**config.mk**
```make
export PLATFORM = sky130hd
export DESIGN_NAME = writeback_arbiter
export DESIGN_NICKNAME = d
export VERILOG_FILES = /design/src/rtl/writeback_arbiter.sv
export SDC_FILE = /design/constraint.sdc
export NUM_CORES = 1
export LEC_CHECK = 0
export CORE_MARGIN = 4
export CORE_UTILIZATION = 45
export CTS_BUF_LIST = sky130_fd_sc_hd__clkbuf_2 sky130_fd_sc_hd__clkbuf_4 sky130_fd_sc_hd__clkbuf_8
export DETAILED_ROUTE_END_ITERATION = 10
export PLACE_DENSITY = 0.77
export REMOVE_ABC_BUFFERS = 1
export SLEW_MARGIN = 20
export SYNTH_ARGS = -nofsm -noshare
export SYNTH_HDL_FRONTEND = slang
export SYNTH_SLANG_ARGS = --single-unit
export TNS_END_PERCENT = 1
```
**constraint.sdc**
```tcl
create_clock -name clk -period 2.7 [get_ports clk]
set_input_delay 0.27 -clock clk [delete_from_list [all_inputs] [get_ports clk]]
set_output_delay 0.27 -clock clk [all_outputs]
set_load 0.01 [all_outputs]
```
**src/rtl/writeback_arbiter.sv**
```systemverilog
// Writeback arbiter: merges single-cycle ALU results with returning load data
// onto one registered register-file write port. Loads are buffered in a small
// in-order FIFO, and a pending scoreboard flags destinations with loads in flight.
module writeback_arbiter #(
  parameter int DEPTH = 2
) (
  input  logic        clk,
  input  logic        rst,
  input  logic        alu_valid,
  input  logic [4:0]  alu_rd,
  input  logic [31:0] alu_result,
  input  logic        ld_issue,
  input  logic [4:0]  ld_issue_rd,
  input  logic        ld_resp_valid,
  input  logic [4:0]  ld_resp_rd,
  input  logic [31:0] ld_resp_data,
  output logic        ld_resp_ready,
  input  logic [4:0]  A1,
  input  logic [4:0]  A2,
  output logic        busy1,
  output logic        busy2,
  output logic [4:0]  A3,
  output logic [31:0] WD3,
  output logic        WE3,
  output logic        err
);

  localparam int AW = (DEPTH > 1) ? $clog2(DEPTH) : 1;
  localparam int CW = AW + 1;

  typedef struct packed {
    logic [4:0]  rd;
    logic [31:0] data;
  } wb_ent_t;

  wb_ent_t          fifo [DEPTH];
  logic [AW-1:0]    wptr, rptr;
  logic [CW-1:0]    count;
  logic [31:0]      pending, pend_nxt;
  wb_ent_t          head;
  logic             alu_req, accept, push, pop;
  logic             issue_v, issue_viol, resp_viol;

  // Credit is based on the registered count only; a pop this cycle frees
  // a slot that becomes visible next cycle.
  assign ld_resp_ready = (count < CW'(DEPTH));
  assign alu_req       = alu_valid && (alu_rd != 5'd0);
  assign accept        = ld_resp_valid && ld_resp_ready;
  assign push          = accept && (ld_resp_rd != 5'd0);
  // Registered count means an entry pushed this edge cannot pop until next cycle.
  assign pop           = !alu_req && (count != '0);
  assign head          = fifo[rptr];

  assign issue_v    = ld_issue && (ld_issue_rd != 5'd0);
  assign issue_viol = issue_v && pending[ld_issue_rd];
  assign resp_viol  = push && !pending[ld_resp_rd];

  // Bit 0 is never set, so address 0 reads as not busy.
  assign busy1 = pending[A1];
  assign busy2 = pending[A2];

  // Scoreboard next state: clear on pop, then set, so a same-rd set wins.
  always_comb begin
    pend_nxt = pending;
    if (pop) pend_nxt[head.rd] = 1'b0;
    if (issue_v) pend_nxt[ld_issue_rd] = 1'b1;
    pend_nxt[0] = 1'b0;
  end

  // FIFO storage; contents need no reset since pointers define validity.
  always_ff @(posedge clk) begin
    if (push) fifo[wptr] <= '{rd: ld_resp_rd, data: ld_resp_data};
  end

  // FIFO pointers and occupancy; pointers wrap naturally at DEPTH (power of two).
  always_ff @(posedge clk or negedge rst) begin
    if (!rst) begin
      wptr  <= '0;
      rptr  <= '0;
      count <= '0;
    end else begin
      if (push) wptr <= wptr + 1'b1;
      if (pop)  rptr <= rptr + 1'b1;
      case ({push, pop})
        2'b10:   count <= count + 1'b1;
        2'b01:   count <= count - 1'b1;
        default: count <= count;
      endcase
    end
  end

  // Pending scoreboard and sticky protocol error.
  always_ff @(posedge clk or negedge rst) begin
    if (!rst) begin
      pending <= '0;
      err     <= 1'b0;
    end else begin
      pending <= pend_nxt;
      if (issue_viol || resp_viol) err <= 1'b1;
    end
  end

  // Registered write port: ALU has priority, FIFO head otherwise; A3/WD3 hold when idle.
  always_ff @(posedge clk or negedge rst) begin
    if (!rst) begin
      WE3 <= 1'b0;
      A3  <= '0;
      WD3 <= '0;
    end else begin
      WE3 <= alu_req || pop;
      if (alu_req) begin
        A3  <= alu_rd;
        WD3 <= alu_result;
      end else if (pop) begin
        A3  <= head.rd;
        WD3 <= head.data;
      end
    end
  end

endmodule
```
==> flow_metrics.env, run 1 <==
export IMPL_coreArea_um2=15100
export IMPL_synth_seq_cells=148
export IMPL_dieArea_um2=17400
export IMPL_fmax_ghz=0.380
export IMPL_slew_headroom_pct=30.0
export IMPL_fin_setup_tns_ps=0
export IMPL_cp_max_fo=4
export IMPL_synth_area_mux_share_pct=17.1
export IMPL_synth_edff_count=74
export IMPL_synth_top_family_by_area="multiplexers"
export IMPL_place_gp_congestion=0.964
export IMPL_final_nets=815
export IMPL_wl_met3_um=1780
export IMPL_cp_start_kind="register"
export IMPL_ys_seq_area_share_pct=59.0
export IMPL_start_util_pct=45.6
export IMPL_die_y_um=132
export IMPL_synth_distinct_cells=38
export IMPL_syn_area_um2=6910
export IMPL_synth_xor_area_share_pct=0.634
export IMPL_htree_levels=4
export IMPL_clk_pin_slew_ps=80
export IMPL_cts_max_path_buffers=2
export IMPL_dr_pass1_iters=5
export IMPL_antenna_found_initial=0
export IMPL_fin_crit_sh_pct=97.4
export IMPL_ir_drop_uv=530
export IMPL_ys_warn_count=0
export IMPL_power_density_nw_per_um2=954
export IMPL_area_growth_pct=31.3
export IMPL_critPathKind="register to primary output"
export IMPL_rows=45
export IMPL_synth_ff_type="edfxtp_1"
export IMPL_synthAdderAreaFrac_pct=0.181
export IMPL_drt_met1_wl_um=7670
export IMPL_drv_slew=0
export IMPL_grt_max_degree=75
export IMPL_netlist_top_cells_count="o21ai_0, dfrtp_1, edfxtp_1"
export IMPL_crit_end="busy2"
export IMPL_routedWlPerCell_um=20.5
export IMPL_final_hold_violation_count=0
export IMPL_p_sw_share_pct=35.2
export IMPL_grt_pass1_vias=5563
export IMPL_drc=0
export IMPL_critPathLaunch="pending[7]$_DFF_PN0_"
export IMPL_top_layer_used="met4"
export IMPL_power_share_sequential_pct=42.8
export IMPL_synth_largest_area_cell="edfxtp_1"
export IMPL_cts_root_buffer="clkbuf_8"
export IMPL_crit_reg2reg_launch="rptr$_DFFE_PN0N_"
export IMPL_numPortBuffers=135
export IMPL_drt_initial_drc_count=416
export IMPL_p_leak_nw=3.48
export IMPL_clock_latency_ps=440
export IMPL_status="complete, no violations"
export IMPL_r2r_end="pending[28]$_DFF_PN0_"
export IMPL_ys_top_cells_by_area="edfxtp_1, dfrtp_1, mux4_2"
export IMPL_layout_drive_gt1_share_pct=16.1
export IMPL_p_int_w=0.00561
export IMPL_syn_area_per_cell_um2=12.2
export IMPL_vias_per_cell=5.86
export IMPL_grt_ovfl_total=0
export IMPL_cp_end_kind="primary output"
export IMPL_met2WireLength_um=8770
export IMPL_post_route_util_pct=59.9
export IMPL_p_clk_share_pct=19.7
export IMPL_grt_pass1_wl_um=29600
export IMPL_antenna_cells=0
export IMPL_wirelength_um=18800
export IMPL_maxCapViolCount=0
export IMPL_critPathArrivalTime_ps=2360
export IMPL_min_period_ps=2630
export IMPL_cts_sinks=148
export IMPL_num_vias=5387
export IMPL_r2r_slack_ps=450
export IMPL_synthCells=567
export IMPL_yosysMostFrequentCell="o21ai_0"
export IMPL_cts_buffers=17
export IMPL_tightest_slew_ps=1020
export IMPL_grt_usage_pct=21.7
export IMPL_synth_async_reset_ratio_pct=50.0
export IMPL_skew_ps=8.48
export IMPL_ios=136
export IMPL_synth_top_cell_area_share_pct=32.2
export IMPL_finalPower_w=0.00865
export IMPL_fin_hold_ws_ps=265
export IMPL_n_fill_cell=1203
export IMPL_rsz0062_at_grt="false"
export IMPL_synth_compound_area_share_pct=11.5
export IMPL_p_sw_w=0.00304
export IMPL_dp_hpwl_um=13000
export IMPL_cts_tree="yes"
export IMPL_r2r_cells=5
export IMPL_required_ps=2430
export IMPL_final_setup_viol_count=0
export IMPL_die_w_um=132
export IMPL_combPwrFrac_pct=37.5
export IMPL_drt_antenna_violating_nets=0
export IMPL_hp_class="input port to async pin"
export IMPL_yosys_area_share_simple_pct=9.51
[layout by cell type (no fill, tap or decap), types with 7 or more instances in the layout]
master and n:
dfrtp_1 63, mux2i_1 52, buf_4 27, clkdlybuf4s50_1 130, nor2_1 41, a21oi_1 36, nand2_1 57, edfxtp_1 74
mux2_2 7, clkbuf_8 17, o21ai_0 104, nand3b_1 7, mux4_2 26, dfrtp_2 11
[area by class of cell]
type,instances,area (um2),area share (%)
flip-flops and latches,148,4090,45.1
clock buffers,20,256,2.83
clock inverters,10,134,1.48
repair buffers,167,1630,18.0
inverters,2,7.51,0.0828
well taps,188,235,2.59
multi-input cells,384,2720,30.0
[kinds of logic (layout without fill, tap and decap cells)]
group	count (synthesis)	after routing
flip-flops	148	148
AND/OR/NAND/NOR	141	141
XOR/XNOR	5	5
adder cells (fa/ha/maj)	1	1
multiplexers	85	85
buffers and inverters	35	199
AO/OA/AOI/OAI	152	152
[power groups by stage]
| stage | registers, W | logic [W] | clock network (W) |
|---|---|---|---|
| after floorplan | 0.00362 | 0.00172 | 0 |
| after global placement | 0.00369 | 0.00309 | 0 |
| after detailed placement | 0.00371 | 0.00316 | 0 |
| after CTS | 0.00366 | 0.00325 | 0.00175 |
| after global routing | 0.00374 | 0.00356 | 0.00185 |
| final | 0.00370 | 0.00324 | 0.00171 |
[per-stage QoR]
| stage | cells | worst slack [ps] | area, um2 |
|---|---|---|---|
| final | 919 | 70.3 | 9070 |
| after CTS | 917 | 46.4 | 9040 |
| after floorplan | 534 | -856 | 6780 |
| after detailed placement | 883 | -221 | 8600 |
| after global placement | 883 | -171 | 8600 |
| after global routing | 919 | 15.9 | 9070 |
[sequential cells by signal (all words and copies together) (netlist names)]
signal,cells
A3,5
fifo,74
rptr,1
WE3,1
wptr,1
WD3,32
err,1
pending,31
count,2
[worst max-delay path: stages (launching register included)]
cell and delay (ps):
dfrtp_2 430, buf_4 160, mux4_2 470, mux4_2 450, mux2_2 260, buf_2 140
[layer usage]
layer	track usage [%]	vias up
met2	33.9	278
li1	-	2424
met1	27.8	2633
met5	0	-
met4	9.04	0
met3	7.37	52
[worst min path at each step]
stage               from  slack, ps  cells after the start              endpoint
floorplan            rst        -30                      0     A3[0]$_DFFE_PN0P_
global placement     rst        490                      1  pending[7]$_DFF_PN0_
detailed placement   rst        500                      1  pending[6]$_DFF_PN0_
CTS                  rst          3                      1  pending[6]$_DFF_PN0_
global route         rst        250                      2  pending[6]$_DFF_PN0_
finish               rst        270                      2  pending[6]$_DFF_PN0_
[repair_timing]
action,CTS,global route
buffers inserted,4,0
gates resized for setup,20,1
hold endpoints to repair,0,20
endpoints found under the setup margin,2,1
hold buffers,0,1
(Power assumes the default switching activity.)
==> run 2, diff against run 1 <==
PLACE_DENSITY = 0.74   (was 0.77)
clock period = 3.08 ns   (was 2.7 ns; I/O delays follow)
==> run 2 against run 1 <==
  * Sequential share of layout area is 0.082 points lower
  * Flip-flop and latch count stayed put
  * Register-to-register slack better by 490 ps
  * Cell count is 1.3% lower
  * Clock-buffer cell count is 1 lower
  * Global-route usage is 0.32 points lower
  * Die area stayed put
  * Wire length is 3.0% lower
  * Combinational power is 17% lower
  * Clock power is 5% higher
==> flow_metrics.env, run 2 (synthesis gave the netlist of run 1 again) <==
export IMPL_status="complete, no violations"
export IMPL_cts_max_path_buffers=2
export IMPL_vias_per_cell=5.80
export IMPL_final_hold_violation_count=0
export IMPL_post_cts_setup_buffers=0
export IMPL_drt_antenna_violating_nets=0
export IMPL_grt_pass1_wl_um=29300
export IMPL_num_vias=5260
export IMPL_layout_commonest_cell="clkdlybuf4s50_1"
export IMPL_maxCapViolCount=0
export IMPL_wirelength_um=18200
export IMPL_post_dp_cell_area_um2=8530
export IMPL_drv_slew=0
export IMPL_critPathArrivalTime_ps=2700
export IMPL_grt_usage_pct=21.4
export IMPL_final_nets=801
export IMPL_skew_ps=14.0
export IMPL_crit_reg2reg_launch="rptr$_DFFE_PN0N_"
export IMPL_htree_levels=4
export IMPL_critPathKind="input port to primary output"
export IMPL_p_leak_nw=3.47
export IMPL_clock_latency_ps=450
export IMPL_slew_headroom_pct=27.9
export IMPL_r2r_cells=4
export IMPL_place_gp_congestion=0.988
export IMPL_post_route_util_pct=59.8
export IMPL_use_met1_pct=27.2
export IMPL_cp_max_fo=9
export IMPL_critPathLaunch="A2[0]"
export IMPL_grt_max_degree=75
export IMPL_required_ps=2770
export IMPL_largest_register_ffs=74
export IMPL_tightest_slew_ps=1050
export IMPL_n_fill_cell=1203
export IMPL_grt_ovfl_total=0
export IMPL_drt_initial_drc_count=452
export IMPL_fin_crit_sh_pct=97.6
export IMPL_postLayoutCellArea_um2=9060
export IMPL_ir_drop_uv=487
export IMPL_final_setup_viol_count=0
export IMPL_cp_start_kind="input port"
export IMPL_clk_pin_slew_ps=80
export IMPL_die_y_um=132
export IMPL_dp_hpwl_um=12700
export IMPL_dieArea_um2=17400
export IMPL_layout_drive_gt1_share_pct=13.2
export IMPL_drc=0
export IMPL_use_met3_pct=6.68
export IMPL_rows=45
export IMPL_antenna_found_initial=0
export IMPL_cts_sinks=148
export IMPL_numPortBuffers=135
export IMPL_cts_root_buffer="clkbuf_8"
export IMPL_cts_buffers=17
export IMPL_ios=136
export IMPL_start_util_pct=45.6
export IMPL_coreArea_um2=15100
export IMPL_largest_registers="fifo x74, WD3 x32, pending x31"
export IMPL_fmax_ghz=0.333
export IMPL_die_w_um=132
export IMPL_antenna_cells=0
export IMPL_top_register="fifo"
export IMPL_layout_common_cells="clkdlybuf4s50_1, o21ai_0, edfxtp_1"
export IMPL_grt_busiest_layer="met2"
export IMPL_hp_class="input port to async pin"
export IMPL_cp_end_kind="primary output"
export IMPL_grtUsageMet2_pct=34.0
export IMPL_cts_tree="yes"
export IMPL_dr_pass1_iters=5
export IMPL_rsz0062_at_grt="false"
export IMPL_grt_pass1_vias=5550
export IMPL_min_period_ps=3010
export IMPL_routedWlPerCell_um=20.1
export IMPL_area_growth_pct=31.1
export IMPL_power_density_nw_per_um2=854
[run 2: changes by cell type in the layout (fill, tap and decap cells not counted), moves of 3 or more]
cell and delta:
buf_4 -14, dfrtp_1 +10, dfrtp_2 -10, bufinv_16 +3
[run 2: final cells by class]
| cell class | instances | area (um2) | share of cell area, % |
|---|---|---|---|
| tap | 188 | 235 | 2.60 |
| clock buffer | 19 | 255 | 2.82 |
| clock inverter | 13 | 231 | 2.56 |
| sequential | 148 | 4080 | 45.0 |
| timing repair buffer | 153 | 1540 | 17.0 |
| multi-input combinational | 384 | 2720 | 30.0 |
| inverter | 2 | 7.51 | 0.0829 |
[run 2: final timing paths]
kind	end	slack, ps
worst max-delay path	busy2	70
worst min-delay path	wptr$_DFFE_PN0P_	380
worst max register to register	pending[12]$_DFF_PN0_	940
worst min register to register	wptr$_DFFE_PN0P_	560
max in group asynchronous	WD3[13]$_DFFE_PN0P_	2080
min in group clk	WD3[3]$_DFFE_PN0P_	410
[run 2: layer usage]
metal  wire length (um)  part of all wire (%)
met1               7440                    41
met2               8600                    47
met4                561                   3.1
met3               1640                   9.0
met5                  0                     0
[run 2: stage by stage]
step           setup TNS (ps)  total power (W)  hold WS [ps]  setup slack (ps)  cells
6_report                    0          0.00773           381              74.7    907
4_1_cts                     0          0.00775          39.6              14.4    905
2_1_floorplan           -6760          0.00468          12.4              -476    534
3_5_place_dp                0          0.00595           539              18.7    873
3_3_place_gp                0          0.00585           523              89.4    873
5_1_grt                     0          0.00817           398              8.93    907
[run 2: report_power, final]
group / leakage [nW] / total [W] / internal [W] / switching, W
sequential: 1.56 / 0.00325 / 0.00267 / 0.000584
clock: 0.239 / 0.00179 / 0.00108 / 0.000715
combinational: 1.67 / 0.00269 / 0.00136 / 0.00133
[run 2: timing repair]
action / CTS / global route
endpoints found under the setup margin: 0 / 2
resized for setup: 0 / 4
hold endpoints to repair: 0 / 39
hold buffers: 0 / 1
[run 2: critical path: stages]
cell and delay [ps]:
clkdlybuf4s50_1 480, buf_6 150, mux4_2 520, mux4_2 480, mux2_2 270, clkdlybuf4s50_1 480
==> run 3, diff against run 2 <==
CTS_CLUSTER_DIAMETER = 80   (was not set)
SLEW_MARGIN = not set   (was 20)
TNS_END_PERCENT = 10   (was 1)
==> run 3 against run 2 <==
  * The flow now finishes with violations (negative hold slack)
  * Total power about the same
  * Die area unchanged
  * Sequential share of layout area up 0.15 points
  * Flip-flop and latch count unchanged
  * Via count down 0.25%
  * Register-to-register slack about the same
  * Utilization down 0.20 points
  * Clock-buffer cell count unchanged
  * Design area down 0.33%
  * Critical endpoint unchanged
  * Largest power group unchanged
==> flow_metrics.env, run 3 (synthesis gave the netlist of run 1 again) <==
export IMPL_layout_drive_gt1_share_pct=13.1
export IMPL_required_ps=2770
export IMPL_wirelength_um=18200
export IMPL_final_nets=799
export IMPL_r2r_cells=4
export IMPL_setup_slack_ps=75.5
export IMPL_drt_antenna_violating_nets=0
export IMPL_start_util_pct=45.6
export IMPL_grt_pass1_wl_um=29300
export IMPL_grt_usage_pct=21.4
export IMPL_final_hold_violation_count=1
export IMPL_dp_hpwl_um=12700
export IMPL_clk_pin_slew_ps=80
export IMPL_cp_end_kind="primary output"
export IMPL_post_cts_setup_buffers=0
export IMPL_die_w_um=132
export IMPL_drv_slew=0
export IMPL_num_vias=5247
export IMPL_status="finished with violations"
export IMPL_place_gp_congestion=0.988
export IMPL_post_place_ws_ps=18.7
export IMPL_power_density_nw_per_um2=856
export IMPL_cts_max_path_buffers=2
export IMPL_post_route_util_pct=59.6
export IMPL_cp_max_fo=9
export IMPL_p_leak_nw=3.46
export IMPL_layout_common_cells="clkdlybuf4s50_1, o21ai_0, edfxtp_1"
export IMPL_fmax_ghz=0.333
export IMPL_dieArea_um2=17400
export IMPL_layout_commonest_cell="clkdlybuf4s50_1"
export IMPL_grt_ovfl_total=0
export IMPL_antenna_found_initial=0
export IMPL_drt_initial_drc_count=455
export IMPL_grt_max_degree=75
export IMPL_fin_hold_ws_ps=-5.03
export IMPL_vias_per_cell=5.80
export IMPL_htree_levels=4
export IMPL_ir_drop_uv=487
export IMPL_ios=136
export IMPL_antenna_cells=0
export IMPL_coreArea_um2=15100
export IMPL_cp_start_kind="input port"
export IMPL_cts_buffers=17
export IMPL_numPortBuffers=135
export IMPL_largest_register_ffs=74
export IMPL_skew_ps=13.5
export IMPL_tightest_slew_ps=1050
export IMPL_clock_latency_ps=450
export IMPL_die_y_um=132
export IMPL_hp_class="input port to async pin"
export IMPL_dr_pass1_iters=5
export IMPL_routedWlPerCell_um=20.1
export IMPL_rows=45
export IMPL_critPathKind="input port to primary output"
export IMPL_min_period_ps=3000
export IMPL_drc=0
export IMPL_largest_registers="fifo x74, WD3 x32, pending x31"
export IMPL_cts_root_buffer="clkbuf_8"
export IMPL_cts_tree="yes"
export IMPL_fin_crit_sh_pct=97.5
export IMPL_violations="negative hold slack"
export IMPL_rsz0062_at_grt="false"
export IMPL_maxCapViolCount=0
export IMPL_area_growth_pct=30.7
export IMPL_grt_pass1_vias=5550
export IMPL_top_register="fifo"
export IMPL_cts_sinks=148
export IMPL_critPathArrivalTime_ps=2700
export IMPL_final_setup_viol_count=0
export IMPL_slew_headroom_pct=27.8
[run 3: cell type report]
class                           instances  area, um2
Tap cell                              188        235
Timing Repair Buffer                  151       1510
Inverter                                2       7.51
Clock buffer                           19        255
Multi-Input combinational cell        384       2720
Clock inverter                         13        231
Sequential cell                       148       4080
Fill cell                            1208       6120
[run 3: final timing paths]
path	startpoint	to	slack, ps
setup / recovery	A2[0]	busy2	80
hold / removal	rst	wptr$_DFFE_PN0P_	-5
setup reg to reg	rptr$_DFFE_PN0N_	pending[12]$_DFF_PN0_	940
hold reg to reg	wptr$_DFFE_PN0P_	wptr$_DFFE_PN0P_	560
max in group asynchronous	rst	rptr$_DFFE_PN0N_	2420
min in group clk	alu_result[3]	WD3[3]$_DFFE_PN0P_	410
[run 3: stage by stage]
| stage | std cells | hold slack [ps] | instance area (um2) | setup TNS (ps) | power, W |
|---|---|---|---|---|---|
| 2_1_floorplan | 534 | 12.4 | 6780 | -6760 | 0.00468 |
| 3_3_place_gp | 873 | 523 | 8530 | 0 | 0.00585 |
| 3_5_place_dp | 873 | 539 | 8530 | 0 | 0.00595 |
| 4_1_cts | 905 | 39.6 | 9020 | 0 | 0.00775 |
| 5_1_grt | 905 | 87.1 | 9030 | 0 | 0.00817 |
| 6_report | 905 | -5.03 | 9030 | 0 | 0.00773 |
[run 3: timing repair]
| action | 4_1_cts | 5_1_grt |
|---|---|---|
| hold buffers | 0 | 0 |
| resized for setup | 0 | 4 |
| endpoints found under the setup margin | 0 | 2 |
[run 3: report_power, final]
group,internal (W),total (W),switching [W]
combinational,0.00135,0.00269,0.00134
clock,0.00108,0.00179,0.000712
sequential,0.00267,0.00325,0.000584
[run 3: worst max-delay path, cell delays in order]
cell	delay, ps
clkdlybuf4s50_1	480
buf_6	150
mux4_2	520
mux4_2	480
mux2_2	270
clkdlybuf4s50_1	480
[run 3: metal layers]
metal	track usage, %	up-vias	routed length (um)
met5	0	-	0
met3	6.68	50	1660
met1	27.2	2532	7340
met2	34.0	278	8670
li1	-	2387	-
met4	8.93	0	527
